File: src/rtl/multi_domain_control.sv
// Multi-domain reset and clock-enable sequencer. It qualifies clock lock, holds reset, releases
// the domains one at a time, and supports per-domain soft resets.
module multi_domain_control #(
  parameter int unsigned DOMAINS     = 4,
  parameter int unsigned RST_HOLD    = 16,
  parameter int unsigned STAGE_GAP   = 4,
  parameter int unsigned LOCK_FILTER = 8,
  parameter int unsigned SYNC_STAGES = 2
) (
  input  logic               clk,
  input  logic               async_rst,
  input  logic               clk_lock,
  input  logic [DOMAINS-1:0] soft_rst,
  output logic [DOMAINS-1:0] clk_en,
  output logic [DOMAINS-1:0] sync_rst,
  output logic [DOMAINS-1:0] init,
  output logic               ready,
  output logic [7:0]         lock_loss_count
);
  localparam int unsigned FiltW = $clog2(LOCK_FILTER + 1);
  localparam int unsigned HoldW = $clog2(RST_HOLD + 1);
  localparam int unsigned GapW  = $clog2(STAGE_GAP + 1);
  localparam int unsigned DomW  = $clog2(DOMAINS + 1);

  typedef enum logic [2:0] {StReset, StWaitLock, StHold, StRelease, StRun} state_e;

  state_e               state_q, state_d;
  logic [SYNC_STAGES-1:0] rst_sync_q;
  logic [FiltW-1:0]     filt_q, filt_d;
  logic [HoldW-1:0]     hold_q, hold_d;
  logic [GapW-1:0]      gap_q, gap_d;
  logic [DomW-1:0]      dom_q, dom_d;
  logic [HoldW-1:0]     soft_q [DOMAINS];
  logic [HoldW-1:0]     soft_d [DOMAINS];
  logic [DOMAINS-1:0]   clk_en_d, sync_rst_d, init_d;
  logic [7:0]           loss_d;
  logic                 ready_d, soft_busy;

  always_comb begin
    state_d    = state_q;
    filt_d     = filt_q;
    hold_d     = hold_q;
    gap_d      = gap_q;
    dom_d      = dom_q;
    soft_d     = soft_q;
    clk_en_d   = clk_en;
    sync_rst_d = sync_rst;
    init_d     = '0;
    loss_d     = lock_loss_count;
    unique case (state_q)
      StReset: begin
        if (rst_sync_q[SYNC_STAGES-1]) begin
          state_d = StWaitLock;
          filt_d  = '0;
        end
      end
      StWaitLock: begin
        if (!clk_lock) begin
          filt_d = '0;
        end else if (filt_q == FiltW'(LOCK_FILTER - 1)) begin
          state_d = StHold;
          filt_d  = '0;
          hold_d  = '0;
        end else begin
          filt_d = filt_q + 1'b1;
        end
      end
      StHold: begin
        if (hold_q == HoldW'(RST_HOLD - 1)) begin
          state_d       = StRelease;
          dom_d         = DomW'(1);
          gap_d         = '0;
          sync_rst_d[0] = 1'b0;
          clk_en_d[0]   = 1'b1;
          init_d[0]     = 1'b1;
        end else begin
          hold_d = hold_q + 1'b1;
        end
      end
      StRelease: begin
        // dom_q is the next domain to release; reaching DOMAINS means all are out
        if (dom_q == DomW'(DOMAINS)) begin
          state_d = StRun;
        end else if (gap_q == GapW'(STAGE_GAP - 1)) begin
          gap_d = '0;
          dom_d = dom_q + 1'b1;
          for (int i = 0; i < DOMAINS; i++) begin
            if (dom_q == DomW'(i)) begin
              sync_rst_d[i] = 1'b0;
              clk_en_d[i]   = 1'b1;
              init_d[i]     = 1'b1;
            end
          end
        end else begin
          gap_d = gap_q + 1'b1;
        end
      end
      StRun: begin
        for (int i = 0; i < DOMAINS; i++) begin
          if (soft_rst[i]) begin
            soft_d[i]     = HoldW'(RST_HOLD);
            sync_rst_d[i] = 1'b1;
            clk_en_d[i]   = 1'b0;
          end else if (soft_q[i] == HoldW'(1)) begin
            soft_d[i]     = '0;
            sync_rst_d[i] = 1'b0;
            clk_en_d[i]   = 1'b1;
            init_d[i]     = 1'b1;
          end else if (soft_q[i] != '0) begin
            soft_d[i] = soft_q[i] - 1'b1;
          end
        end
      end
      default: state_d = StReset;
    endcase

    // Lock loss overrides everything, including pending soft holds
    if (!clk_lock && (state_q inside {StHold, StRelease, StRun})) begin
      state_d    = StWaitLock;
      filt_d     = '0;
      sync_rst_d = '1;
      clk_en_d   = '0;
      init_d     = '0;
      for (int i = 0; i < DOMAINS; i++) soft_d[i] = '0;
      if (lock_loss_count != 8'hFF) loss_d = lock_loss_count + 8'd1;
    end

    soft_busy = 1'b0;
    for (int i = 0; i < DOMAINS; i++) soft_busy = soft_busy | (soft_d[i] != '0);
    ready_d = (state_d == StRun) && !soft_busy;
  end

  always_ff @(posedge clk or negedge async_rst) begin
    if (!async_rst) begin
      rst_sync_q      <= '0;
      state_q         <= StReset;
      filt_q          <= '0;
      hold_q          <= '0;
      gap_q           <= '0;
      dom_q           <= '0;
      for (int i = 0; i < DOMAINS; i++) soft_q[i] <= '0;
      clk_en          <= '0;
      sync_rst        <= '1;
      init            <= '0;
      ready           <= 1'b0;
      lock_loss_count <= '0;
    end else begin
      rst_sync_q      <= {rst_sync_q[SYNC_STAGES-2:0], 1'b1};
      state_q         <= state_d;
      filt_q          <= filt_d;
      hold_q          <= hold_d;
      gap_q           <= gap_d;
      dom_q           <= dom_d;
      for (int i = 0; i < DOMAINS; i++) soft_q[i] <= soft_d[i];
      clk_en          <= clk_en_d;
      sync_rst        <= sync_rst_d;
      init            <= init_d;
      ready           <= ready_d;
      lock_loss_count <= loss_d;
    end
  end

endmodule

File: config.mk
export PLATFORM = sky130hd
export DESIGN_NAME = multi_domain_control
export DESIGN_NICKNAME = d
export VERILOG_FILES = /design/src/rtl/multi_domain_control.sv
export SDC_FILE = /design/constraint.sdc
export NUM_CORES = 1
export LEC_CHECK = 0
export ABC_AREA = 0
export BUFFER_PORTS_ARGS = -buffer_cell sky130_fd_sc_hd__buf_4
export CAP_MARGIN = 10
export CORE_MARGIN = 2
export CORE_UTILIZATION = 45
export DETAILED_ROUTE_END_ITERATION = 7
export SLEW_MARGIN = 20
export SYNTH_ARGS = -nofsm -noshare
export SYNTH_HDL_FRONTEND = slang
export SYNTH_SLANG_ARGS = --single-unit
File: constraint.sdc
create_clock -name clk -period 6 [get_ports clk]
set_input_delay 0.6 -clock clk [delete_from_list [all_inputs] [get_ports clk]]
set_output_delay 0.6 -clock clk [all_outputs]
set_load 0.01 [all_outputs]
; ---- Word level (Yosys, flattened, before mapping)
; Cells that the tools add are included.
[op_classes]
shift = 0
multipliers = 0
n_eq_ne = 35
bitwise = 3
n_div = 0
magnitude_cmp = 0
mux = 92
reduce_logical = 29
n_addsub = 9
[op_table]
columns = cell, n
row1 = 5-bit 2-to-1 mux, 15
row2 = 4-bit 2-to-1 mux, 13
row3 = 20-bit 2-to-1 mux, 2
row4 = 5-bit nonzero test, 8
row5 = 1-bit 2-to-1 mux, 39
row6 = 3-bit 2-to-1 mux, 12
row7 = 3-bit case mux with 2 select lines, 5
row8 = 3-bit by 2-bit != test with 1-bit output (second input constant), 7
row9 = 5-bit by 1-bit == test with 1-bit output (second input constant), 4
row10 = 5-bit by 1-bit subtractor with 5-bit output (second input constant), 4
row11 = 4-bit by 3-bit != test with 1-bit output (second input constant), 4
row12 = 3-bit by 2-bit == test with 1-bit output (second input constant), 5
row13 = 3-bit case mux with 5 select lines, 1
row14 = 5-bit AND reduction, 3
row15 = 2-bit != test (second input constant), 6
row16 = 5-bit case mux with 2 select lines, 1
row17 = 3-bit == test (second input constant), 3
row18 = 1-bit case mux with 3 select lines, 3
row19 = 3-bit nonzero test, 3
row20 = 8-bit by 1-bit adder with 8-bit output (second input constant), 1
row21 = 8-bit != test (second input constant), 1
row22 = 4-bit case mux with 2 select lines, 1
row23 = 4-bit AND reduction, 2
row24 = 3-bit by 1-bit adder with 3-bit output (second input constant), 2
row25 = other kinds (15), 23
[word_totals]
latch_bits = 0
n_memories = 0
wordCells = 189
out_inout_bits = 21
romBits = 0
in_bits = 7
ff_bits = 61
ram_bits = 0

; ---- Longest topological paths before layout
[logic_depth]
word_depth = 12
mapped_depth = 9
mapped_depth_nobuf = 8

; ---- Least setup slack after synthesis
; OpenSTA, ideal clock, no wires.
[synth_path]
kind = register -> register
startpoint = reg soft_q[10] (netlist bit)
endpoint = reg ready
setup_slack_ps = 3896
t_required_ps = 5880
path_stages_with_launch = 9
setup_ps = 120
arrival_ps = 1983
path_cell_list = dfrtp_1 inv_1 ha_1 or4b_1 nor2_1 a21oi_1 o41ai_1 nor4_1 and4_1
[synth_lines]
columns = item, line
row1 = start: declaration, 33  ; logic [HoldW-1:0] soft_q [DOMAINS];
row2 = end signal: assignment, 158  ; ready <= ready_d;
row3 = end: declaration, 17  ; output logic ready,

; ---- Final worst setup path
[layout_path]
startpoint = reg state_q[0]
endpoint = reg ready
[layout_between]
elab_chain_cells = 10
elab_cells_between_ends = 26
[layout_rtl]
columns = item, line
row1 = start: declaration, 27  ; state_e state_q, state_d;
row2 = start signal: assignment, 136  ; state_q <= StReset;
row3 = start signal: assignment, 149  ; state_q <= state_d;
row4 = 3-bit by 2-bit == test with 1-bit output or 3-bit == test (tied branches), "50, 118"
row5 = 3-bit nonzero test, 118  ; if (!clk_lock && (state_q inside {StHold, StRelease, StRun})) begin
row6 = 1-bit logical AND, 118
row7 = 20-bit 2-to-1 mux, 118
row8 = 5-bit nonzero test, 129  ; for (int i = 0; i < DOMAINS; i++) soft_busy = soft_busy | (soft_d[i] != '0);
row9 = 1-bit OR (3 in a row), 129
row10 = 1-bit logical NOT, 130  ; ready_d = (state_d == StRun) && !soft_busy;
row11 = 1-bit logical AND (*), 130
row12 = net ready_d, 37  ; logic ready_d, soft_busy;
; Mark *: on every way through the listed nets, which the timed path passes. The rest lies on a longest branch.
; A chain may end at the register's enable or synchronous reset.

==> flow_metrics.tcl <==
set metrics [dict create \
    syn_area_sq_um 3575 \
    rsz0062_at_grt "no" \
    cp_top_family "simple AND/OR/NAND/NOR gates" \
    clock-sinks 61 \
    max_cap_violations 0 \
    netlist_instances 384 \
    crit_required_ns 6.28 \
    ys_seq_elements 61 \
    routed_wirelength_um 8180 \
    yosysMostFrequentCell "dfrtp_1" \
    clock_skew_ns 0.008016 \
    synth.distinct_cells 65 \
    port_buffers 27 \
    finalNetCount 441 \
    tightest_slew_ns 0.8078 \
    yosys-top-cells-count "dfrtp_1 (57), nor2_1 (37), nand2_1 (30), o21ai_0 (27), a21oi_1 (25)" \
    ys.flop_type "dfrtp_1" \
    rows 32 \
    wl_per_cell_um 15.76 \
    coreArea_sq_um 7727 \
    multiInputGateArea_sq_um 1889 \
    path_cells "nor3b_4 > nor2_2 > a2111oi_0 > nand4b_1 > nor4_1 > and4_1" \
    cts_root_buf "clkbuf_8" \
    initial_core_util_pct 46.26 \
    synthArstFlopShare_pct 100.0 \
    worst_slack_ns 3.150 \
    synth_adder_area_share_pct 7.700 \
    grt_pass1_wl_um 14080 \
    n_antenna_cell 0 \
    critPathMaxFanout 17 \
    via_per_inst 5.788 \
    ctsResizeCount 0 \
    final_period_minus_worst_setup_slack_ns 2.850 \
    synth-compound-area-share_pct 18.03 \
    max_slew_margin_pct 46.15 \
    drv_slew 0 \
    pwr_density_cell_nw_per_um2 338.6 \
    area_growth_pct 13.30 \
    grt_antenna_before_repair 0 \
    hpwl_um 5866 \
    finalHoldViolations 0 \
    tns_ns 0 \
    yosys-top-cells-area "dfrtp_1 (40%), ha_1 (7.7%), nor2_1 (3.9%)" \
    status "completed" \
    final_antenna_net_count 0 \
    highest_layer "met4" \
    grt_pass1_vias 2975 \
    worstSkewPairLatency_ns 0.35 \
    irDropWorstVdd_v 0.0001719 \
    drt_iter0_markers 120 \
    setup.worst_path.class "flop to flop" \
    gp_congestion 0.8722 \
    track_usage_pct 20.74 \
    cp.arrival_ns 3.13 \
    synth_top_family_by_area "simple AND/OR/NAND/NOR gates" \
    synth_top_area_share_pct 39.90 \
    synth-seq-area-share_pct 42.84 \
    slowest_delay_ns 0.69 \
    cts-hold-fix-buffers 0 \
    syn_area_per_cell_sq_um 9.309 \
    setup_violations 0 \
    die_area_sq_um 8672 \
    dr.pass1.iters 4 \
    timing.hold.ws_ns 0.3117 \
    fin_crit_sh_pct 47.50 \
    cpMaxStageDelayCell "a2111oi_0" \
    cts_setup_buffers 0 \
    final.fill_count 729 \
    die_h_um 93.13 \
    synth_simple_gate_area_share_pct 22.47 \
    cts_tree "yes" \
    leakage_uw 0.001813 \
    grt_overflow 0 \
    syn-num-nets 413 \
    holdCritPathClass "input port to asynchronous set/reset pin" \
    pre_cts_ws_ns 3.154 \
    grt_start_max_net_pins 62 \
    cts_made_buffers 9 \
    vias 3004 \
    wl_met3_um 324 \
    end_kind "flop" \
    path_clk_slew_ns 0.07 \
    critPathBufInv 0 \
    muxShareOfSynthArea_pct 2.345 \
    drc 0 \
    route.met2.wl_um 4051 \
    drive_gt1_share_pct 14.39 \
    regArea_sq_um 1531 \
    yosysWarningCount 0 \
    synth-edff-count 0 \
    ff2ff_setup_slack_ns 3.15 \
    htree_levels 3 \
    synth_top_area_cell "dfrtp_1" \
    synth_xor_area_share_pct 2.205 \
    cp-start-kind "flop" \
    io_pins 28 \
    met1_length_um 3669 \
    dieWidth_um 93.13 \
    clock.fmax_mhz 350.9 \
    clockBufferDepth 2 \
]
==> power breakdown <==
| group | switching (uW) | internal (uW) | total (uW) |
|---|---|---|---|
| Combinational | 231 | 189 | 420 |
| Clock | 174 | 206 | 379 |
| Sequential | 67.8 | 504 | 572 |
==> logic make-up (layout without fill, tap and decap cells) <==
kind of cell,after synthesis,after routing
muxes,8,8
AOI/OAI and AO/OA,100,100
other,1,1
and+or+nand+nor,149,149
DFF,61,61
xor gates and xnor gates,9,9
adders and majority gates,22,22
buffers and inverters,34,67
==> registers in the layout, indices dropped and copies added, names as in the netlist <==
signal / cells
soft_q: 20
lock_loss_count: 8
hold_q: 5
clk_en: 4
filt_q: 4
init: 4
sync_rst: 4
dom_q: 3
gap_q: 3
state_q: 3
rst_sync_q: 2
ready: 1
==> per-layer routing <==
| metal | up-vias | GRT usage [%] |
|---|---|---|
| met2 | 62 | 34.06 |
| met1 | 1474 | 26.53 |
| li1 | 1454 | - |
| met4 | 0 | 8.701 |
| met5 | - | 0 |
| met3 | 14 | 4.512 |
==> layout make-up <==
type,count,share of cell area (%)
inverter,24,2.224
clock buffer,10,3.398
timing repair buffer,27,5.005
sequential,61,37.81
tap,102,3.151
clock inverter,6,1.761
multi-input combinational,289,46.65
==> final timing paths <==
| kind | start | to | cells past startpoint |
|---|---|---|---|
| min in group clk | rst_sync_q[0] | rst_sync_q[1] | 0 |
| max in group asynchronous | async_rst | rst_sync_q[1] | 1 |
| hold / removal | async_rst | soft_q[2] | 1 |
| setup / recovery | state_q[0] | ready | 6 |
| hold reg to reg | rst_sync_q[0] | rst_sync_q[1] | 0 |
| setup reg to reg | state_q[0] | ready | 6 |
==> cell usage in the layout, fill, tap and decap left out, types with 5 or more instances in the layout <==
cell type	n
a21oi_1	25
a31oi_1	9
and3_1	5
buf_4	27
clkbuf_8	10
dfrtp_1	57
ha_1	22
inv_1	23
mux2i_1	5
nand2_1	30
nand2b_1	6
nand3_1	10
nor2_1	37
nor2b_1	8
nor3_1	15
o21ai_0	27
xnor2_1	5
==> stage by stage <==
stage                     cell area, sq um  utilization, %  power (uW)  std cells
final                                 4050           52.41        1371        519
after global routing                  4050           52.41        1481        519
after CTS                             4050           52.41        1385        519
after detailed placement              3841           49.71        1001        503
after global placement                3841           49.71       988.6        503
after floorplan                       3575               -       860.1        384
Note: power is estimated with default switching activity, not from simulation.
